[src/rtl/pipe_ctrl_pkg.sv]
// -----------------------------------------------------------------------------
// pipe_ctrl_pkg
// Shared definitions for the pipeline stall controller:
//   - StallBus type and per-stage bit positions (PC, IF, ID, EX, MEM, WB)
//   - Stop / NoStop hold levels
//   - Canonical stall patterns (none, load-use, divide)
//   - Controller state encoding
// -----------------------------------------------------------------------------
package pipe_ctrl_pkg;

  localparam int unsigned STALL_BUS_W = 6;

  typedef logic [STALL_BUS_W-1:0] StallBus;

  // Bit positions within StallBus
  localparam int unsigned STALL_PC  = 0;
  localparam int unsigned STALL_IF  = 1;
  localparam int unsigned STALL_ID  = 2;
  localparam int unsigned STALL_EX  = 3;
  localparam int unsigned STALL_MEM = 4;
  localparam int unsigned STALL_WB  = 5;

  localparam logic Stop   = 1'b1;
  localparam logic NoStop = 1'b0;

  // Load-use: PC/IF/ID hold, a bubble flows into EX.
  // Divide:   PC/IF/ID/EX hold, MEM/WB drain.
  localparam StallBus STALL_NONE    = 6'b000000;
  localparam StallBus STALL_LOADUSE = 6'b000111;
  localparam StallBus STALL_DIV     = 6'b001111;

  typedef enum logic [1:0] {
    PC_IDLE     = 2'd0,
    PC_DIV_WAIT = 2'd1,
    PC_DIV_DONE = 2'd2
  } pc_state_e;

endpackage

[src/rtl/pipe_ctrl_sat_counter.sv]
// -----------------------------------------------------------------------------
// sat_counter
// Up-counter that sticks at all-ones instead of wrapping.
// Ports:
//   i_clk    - clock, rising edge
//   i_rst_n  - asynchronous active-low clear
//   i_inc    - increment enable for this cycle
//   o_cnt    - current count
// -----------------------------------------------------------------------------
module sat_counter #(
  parameter int unsigned W = 32
) (
  input  logic         i_clk,
  input  logic         i_rst_n,
  input  logic         i_inc,
  output logic [W-1:0] o_cnt
);

  logic [W-1:0] r_cnt;
  logic         w_at_max;

  assign w_at_max = (r_cnt == {W{1'b1}});

  always_ff @(posedge i_clk or negedge i_rst_n) begin
    if (!i_rst_n) begin
      r_cnt <= '0;
    end else if (i_inc && !w_at_max) begin
      r_cnt <= r_cnt + W'(1);
    end
  end

  assign o_cnt = r_cnt;

endmodule

[src/rtl/pipe_ctrl.sv]
// -----------------------------------------------------------------------------
// pipe_ctrl
// Central pipeline stall controller and iterative-divider sequencer. Sole
// driver of the stall bus seen by PC, IF/ID, ID/EX, EX/MEM and MEM/WB.
// Ports:
//   i_clk              - clock, rising edge
//   i_rst_n            - asynchronous active-low reset (also resets divider)
//   i_stallreq_from_id - load-use hazard detected in ID
//   i_div_req          - div/divu in EX, held until it leaves EX
//   i_div_done         - divider result valid (one-cycle pulse)
//   o_stall            - per-stage hold, 1 = Stop
//   o_div_start        - one-cycle divider launch
//   o_div_busy         - waiting on the divider
//   o_div_result_ok    - EX may latch quotient/remainder this cycle
//   o_div_timeout      - one-cycle pulse when the wait expires
//   o_stall_cnt        - saturating count of stalled cycles
// -----------------------------------------------------------------------------
module pipe_ctrl
  import pipe_ctrl_pkg::*;
#(
  parameter int unsigned STALL_W     = STALL_BUS_W,
  parameter int unsigned DIV_TIMEOUT = 40,
  parameter int unsigned CNT_W       = 32
) (
  input  logic               i_clk,
  input  logic               i_rst_n,
  input  logic               i_stallreq_from_id,
  input  logic               i_div_req,
  input  logic               i_div_done,
  output logic [STALL_W-1:0] o_stall,
  output logic               o_div_start,
  output logic               o_div_busy,
  output logic               o_div_result_ok,
  output logic               o_div_timeout,
  output logic [CNT_W-1:0]   o_stall_cnt
);

  localparam int unsigned WAIT_W = (DIV_TIMEOUT > 1) ? $clog2(DIV_TIMEOUT) : 1;
  localparam logic [WAIT_W-1:0] WAIT_LAST = WAIT_W'(DIV_TIMEOUT - 1);

  pc_state_e         r_state, w_state_nxt;
  logic [WAIT_W-1:0] r_wait_cnt, w_wait_cnt_nxt;

  StallBus w_stall;
  logic    w_div_start;
  logic    w_div_result_ok;
  logic    w_div_timeout;
  logic    w_stall_any;

  // ---------------------------------------------------------------------------
  // State register
  // ---------------------------------------------------------------------------
  always_ff @(posedge i_clk or negedge i_rst_n) begin
    if (!i_rst_n) begin
      r_state    <= PC_IDLE;
      r_wait_cnt <= '0;
    end else begin
      r_state    <= w_state_nxt;
      r_wait_cnt <= w_wait_cnt_nxt;
    end
  end

  // ---------------------------------------------------------------------------
  // Next state and outputs
  // ---------------------------------------------------------------------------
  always_comb begin
    w_state_nxt     = r_state;
    w_wait_cnt_nxt  = r_wait_cnt;
    w_stall         = STALL_NONE;
    w_div_start     = 1'b0;
    w_div_result_ok = 1'b0;
    w_div_timeout   = 1'b0;

    unique case (r_state)
      PC_IDLE: begin
        if (i_div_req) begin
          w_stall        = STALL_DIV;
          w_div_start    = 1'b1;
          w_wait_cnt_nxt = '0;
          w_state_nxt    = PC_DIV_WAIT;
        end else if (i_stallreq_from_id) begin
          w_stall = STALL_LOADUSE;
        end
      end

      PC_DIV_WAIT: begin
        // The divide stall already freezes ID, so a load-use request needs no action.
        w_stall = STALL_DIV;
        if (i_div_done) begin
          w_state_nxt = PC_DIV_DONE;
        end else if (r_wait_cnt == WAIT_LAST) begin
          w_div_timeout = 1'b1;
          w_state_nxt   = PC_DIV_DONE;
        end else begin
          w_wait_cnt_nxt = r_wait_cnt + WAIT_W'(1);
        end
      end

      PC_DIV_DONE: begin
        // div_req is still asserted by the departing instruction; ignore it here.
        w_div_result_ok = 1'b1;
        w_stall         = i_stallreq_from_id ? STALL_LOADUSE : STALL_NONE;
        w_state_nxt     = PC_IDLE;
      end

      default: begin
        w_state_nxt = PC_IDLE;
      end
    endcase
  end

  assign o_stall         = w_stall;
  assign o_div_start     = w_div_start;
  assign o_div_busy      = (r_state == PC_DIV_WAIT);
  assign o_div_result_ok = w_div_result_ok;
  assign o_div_timeout   = w_div_timeout;

  // ---------------------------------------------------------------------------
  // Stall performance counter
  // ---------------------------------------------------------------------------
  assign w_stall_any = (w_stall != STALL_NONE);

  sat_counter #(
    .W (CNT_W)
  ) u_stall_cnt (
    .i_clk   (i_clk),
    .i_rst_n (i_rst_n),
    .i_inc   (w_stall_any),
    .o_cnt   (o_stall_cnt)
  );

endmodule

[config.mk]
export PLATFORM = sky130hd
export DESIGN_NAME = pipe_ctrl
export DESIGN_NICKNAME = d
export VERILOG_FILES = /design/src/rtl/pipe_ctrl_pkg.sv /design/src/rtl/pipe_ctrl_sat_counter.sv /design/src/rtl/pipe_ctrl.sv
export SDC_FILE = /design/constraint.sdc
export NUM_CORES = 1
export LEC_CHECK = 0
export CAP_MARGIN = 20
export CORE_ASPECT_RATIO = 1.4
export CORE_MARGIN = 2
export CORE_UTILIZATION = 35
export CTS_BUF_LIST = sky130_fd_sc_hd__clkbuf_8 sky130_fd_sc_hd__clkbuf_16
export DETAILED_ROUTE_END_ITERATION = 10
export RECOVER_POWER = 50
export SLEW_MARGIN = 10
export SYNTH_ARGS = -nofsm -noshare
export SYNTH_HDL_FRONTEND = slang
export SYNTH_SLANG_ARGS = --single-unit
[constraint.sdc]
create_clock -name i_clk -period 1.8 [get_ports i_clk]
set_input_delay 0.27 -clock i_clk [delete_from_list [all_inputs] [get_ports i_clk]]
set_output_delay 0.27 -clock i_clk [all_outputs]
set_load 0.03 [all_outputs]
==> out/metrics.csv <==
metric,value,unit
grt_pass1_vias,1760,
internal_power,0.00223,W
p_total,0.00369,W
critical_path_class,reg -> out,
crit_required,1530,ps
synth-xor-area-share,0.115,
dp_cells,346,
overflow,0,
path_clk_slew,80,ps
fin_crit_sh,0.972,
whs,488,ps
drt-pass1-iter-count,4,
grt_max_degree,23,
fin_crit,1750,ps
netlist_instances,199,
path_max_fanout,4,
synthAdderAreaFrac,0.0122,
status,"complete, no violations",
p_leak,1.41,nW
arrival,1480,ps
ys_warn_count,0,
vias,1806,
reg2reg_depth,5,
port-buffer-count,44,
layout.nets,298,
clock_path_buffers,2,
totalWireLength,5110,um
fill_cells,538,
rsz0062_at_grt,yes,
r2r_slack,50,ps
power_density,1180,nW/um^2
setup_viol,0,
drv_cap,0,
max_freq,0.571,GHz
regToRegEndpoint,u_stall_cnt.o_cnt[23],
cts_tree,built,
ys.flop_type,dfrtp_1,
start_util,0.357,
crit_path_end_kind,output pin,
drive_above_1_share,0.332,
die_height,94.5,um
synth_area,2050,sq um
htree_levels,2,
layout.cells.non_filler,362,
maxSlewViolCount,0,
async_flop_share,1.00,
cts_inserted_buffers,5,
hpwl,3750,um
worstHoldPathType,reg -> reg,
power_switching,0.00146,W
p_clk_frac,0.170,
antenna_found_initial,0,
synth_cell_types,37,
clockRootBuffer,clkbuf_8,
min-delay-start,r_wait_cnt[5],
ant_nets,0,
die_w,68.7,um
avgRoutedWirePerCell,14.1,um
worst_slew_margin_rel,0.247,
worst_pin_slew,1130,ps
crit_path_start_kind,flop,
pwr-share-seq,0.325,
place_congestion,0.762,
track_usage,0.174,
yosys.area_share.simple,0.253,
drt_iter0_drc,74,
drc,0,
synth-edff-count,0,
worstSetupStartpoint,u_stall_cnt.o_cnt[4],
num_rows,33,
grt_first_pass_wirelength,8510,um
clk_latency,290,ps
seq_area_frac_synth,0.488,
synth-compound-area-share,0.0867,
viasPerCell,4.99,
power_frac_comb,0.505,
area_delta_synth_final,52.1,%
fin_tns_setup,0,ps
synth_area_per_cell,10.3,sq um
antenna_cells,0,
hold_viol_final,0,
synth_mux_area_frac,0.0153,
crit_end,o_stall_cnt[4],
core,5740,sq um
vdd_drop_max,463,uV
synth_top_family_by_area,simple AND/OR/NAND/NOR gates,
skew,6.95,ps
io_pins,47,
synth_seq_cells,40,
pre_cts_slack,-266,ps
dieArea,6490,sq um
numClockSinks,40,
finalWorstSetupSlack,50.0,ps
switching_share,0.396,
reg2reg_from,r_state[0],
## critical path, stage by stage (launching register included)
cell	delay, ps
dfrtp_2	380
buf_4	130
clkdlybuf4s50_1	680
## kinds of logic after synthesis
group / count (synthesis)
AND/OR/NAND/NOR: 93
flip-flops: 40
XOR/XNOR: 27
AO/OA/AOI/OAI: 22
buffers and inverters: 11
multiplexers: 3
adder cells (fa/ha/maj): 2
other: 1
## cells in the mapped netlist, types with 4 or more instances
library cell,n,area share
dfrtp_1,40,0.49
nand3_1,19,0.046
nand2_1,15,0.027
nor2_1,15,0.027
xor2_1,15,0.064
xnor2_1,12,0.051
nand4_1,9,0.027
inv_1,7,0.013
nor3_1,7,0.017
and3_1,6,0.018
nand2b_1,5,0.015
a21oi_1,4,0.0098
and4_1,4,0.017
buf_4,4,0.015
nor4_1,4,0.012
o21ai_0,4,0.0098
## what timing repair did
item	CTS	global route
pin swaps	1	12
hold buffers	1	0
cloned	0	0
endpoints found under the hold margin	18	0
buffers inserted	0	7
setup endpoints to repair	12	36
resized for setup	5	25
## placed cells by master (no fill, tap or decap), types with 2 or more instances in the layout
| cell type | n |
|---|---|
| nor4_2 | 2 |
| and3_1 | 5 |
| a21oi_1 | 4 |
| nand2_1 | 15 |
| nand3_1 | 17 |
| dlymetal6s2s_1 | 4 |
| nand2b_4 | 2 |
| nand3_2 | 2 |
| conb_1 | 2 |
| o21ai_0 | 4 |
| and2_1 | 3 |
| inv_1 | 6 |
| nor2_2 | 2 |
| clkinv_2 | 2 |
| and4_1 | 3 |
| ha_2 | 2 |
| clkdlybuf4s50_1 | 31 |
| nor4_4 | 2 |
| nor2b_1 | 2 |
| xnor2_1 | 11 |
| o2bb2ai_1 | 3 |
| nand2b_1 | 3 |
| nand4_1 | 9 |
| buf_4 | 49 |
| xor2_1 | 15 |
| nor3_1 | 5 |
| dfrtp_1 | 27 |
| dfrtp_2 | 13 |
| clkbuf_8 | 6 |
| nor2_1 | 13 |
| mux2i_1 | 2 |
## area by class of cell
class | instances | area, sq um | area share
inverters | 7 | 26.3 | 0.00843
flip-flops and latches | 40 | 1020 | 0.326
multi-input cells | 149 | 1120 | 0.360
well taps | 70 | 87.6 | 0.0281
clock inverters | 2 | 10.0 | 0.00321
repair buffers | 88 | 771 | 0.247
clock buffers | 6 | 82.6 | 0.0265
## sequential cells by signal (all words and copies together), names as in the netlist
| signal | count |
|---|---|
| r_state | 2 |
| u_stall_cnt.o_cnt | 32 |
| r_wait_cnt | 6 |
## power groups by stage
stage	Combinational, W	Clock [W]	Sequential (W)
after floorplan	0.000695	0	0.00144
after global placement	0.00168	0	0.00120
after detailed placement	0.00169	0	0.00120
after CTS	0.00171	0.000643	0.00119
after global routing	0.00202	0.000676	0.00122
final	0.00186	0.000628	0.00120
## per-layer routing
| metal | global-route usage | vias to the layer above | part of all wire |
|---|---|---|---|
| li1 | - | 897 | - |
| met5 | 0 | - | 0 |
| met3 | 0.0405 | 8 | 0.058 |
| met4 | 0.0783 | 0 | 0.016 |
| met2 | 0.274 | 46 | 0.50 |
| met1 | 0.223 | 855 | 0.42 |
## stage by stage
stage          utilization  area, sq um
2_1_floorplan            -         2080
3_3_place_gp         0.495         2840
3_5_place_dp         0.495         2840
4_1_cts              0.515         2960
5_1_grt              0.543         3120
6_report             0.543         3120
## worst min-delay path by stage
| stage | cells past startpoint | slack, ps | to |
|---|---|---|---|
| floorplan | 0 | -30 | r_state[0] |
| global placement | 1 | 260 | u_stall_cnt.o_cnt[3] |
| detailed placement | 1 | 260 | u_stall_cnt.o_cnt[3] |
| CTS | 2 | 470 | u_stall_cnt.o_cnt[3] |
| global route | 1 | 520 | r_wait_cnt[5] |
| finish | 1 | 490 | r_wait_cnt[5] |
Note: power is estimated with default switching activity, not from simulation.
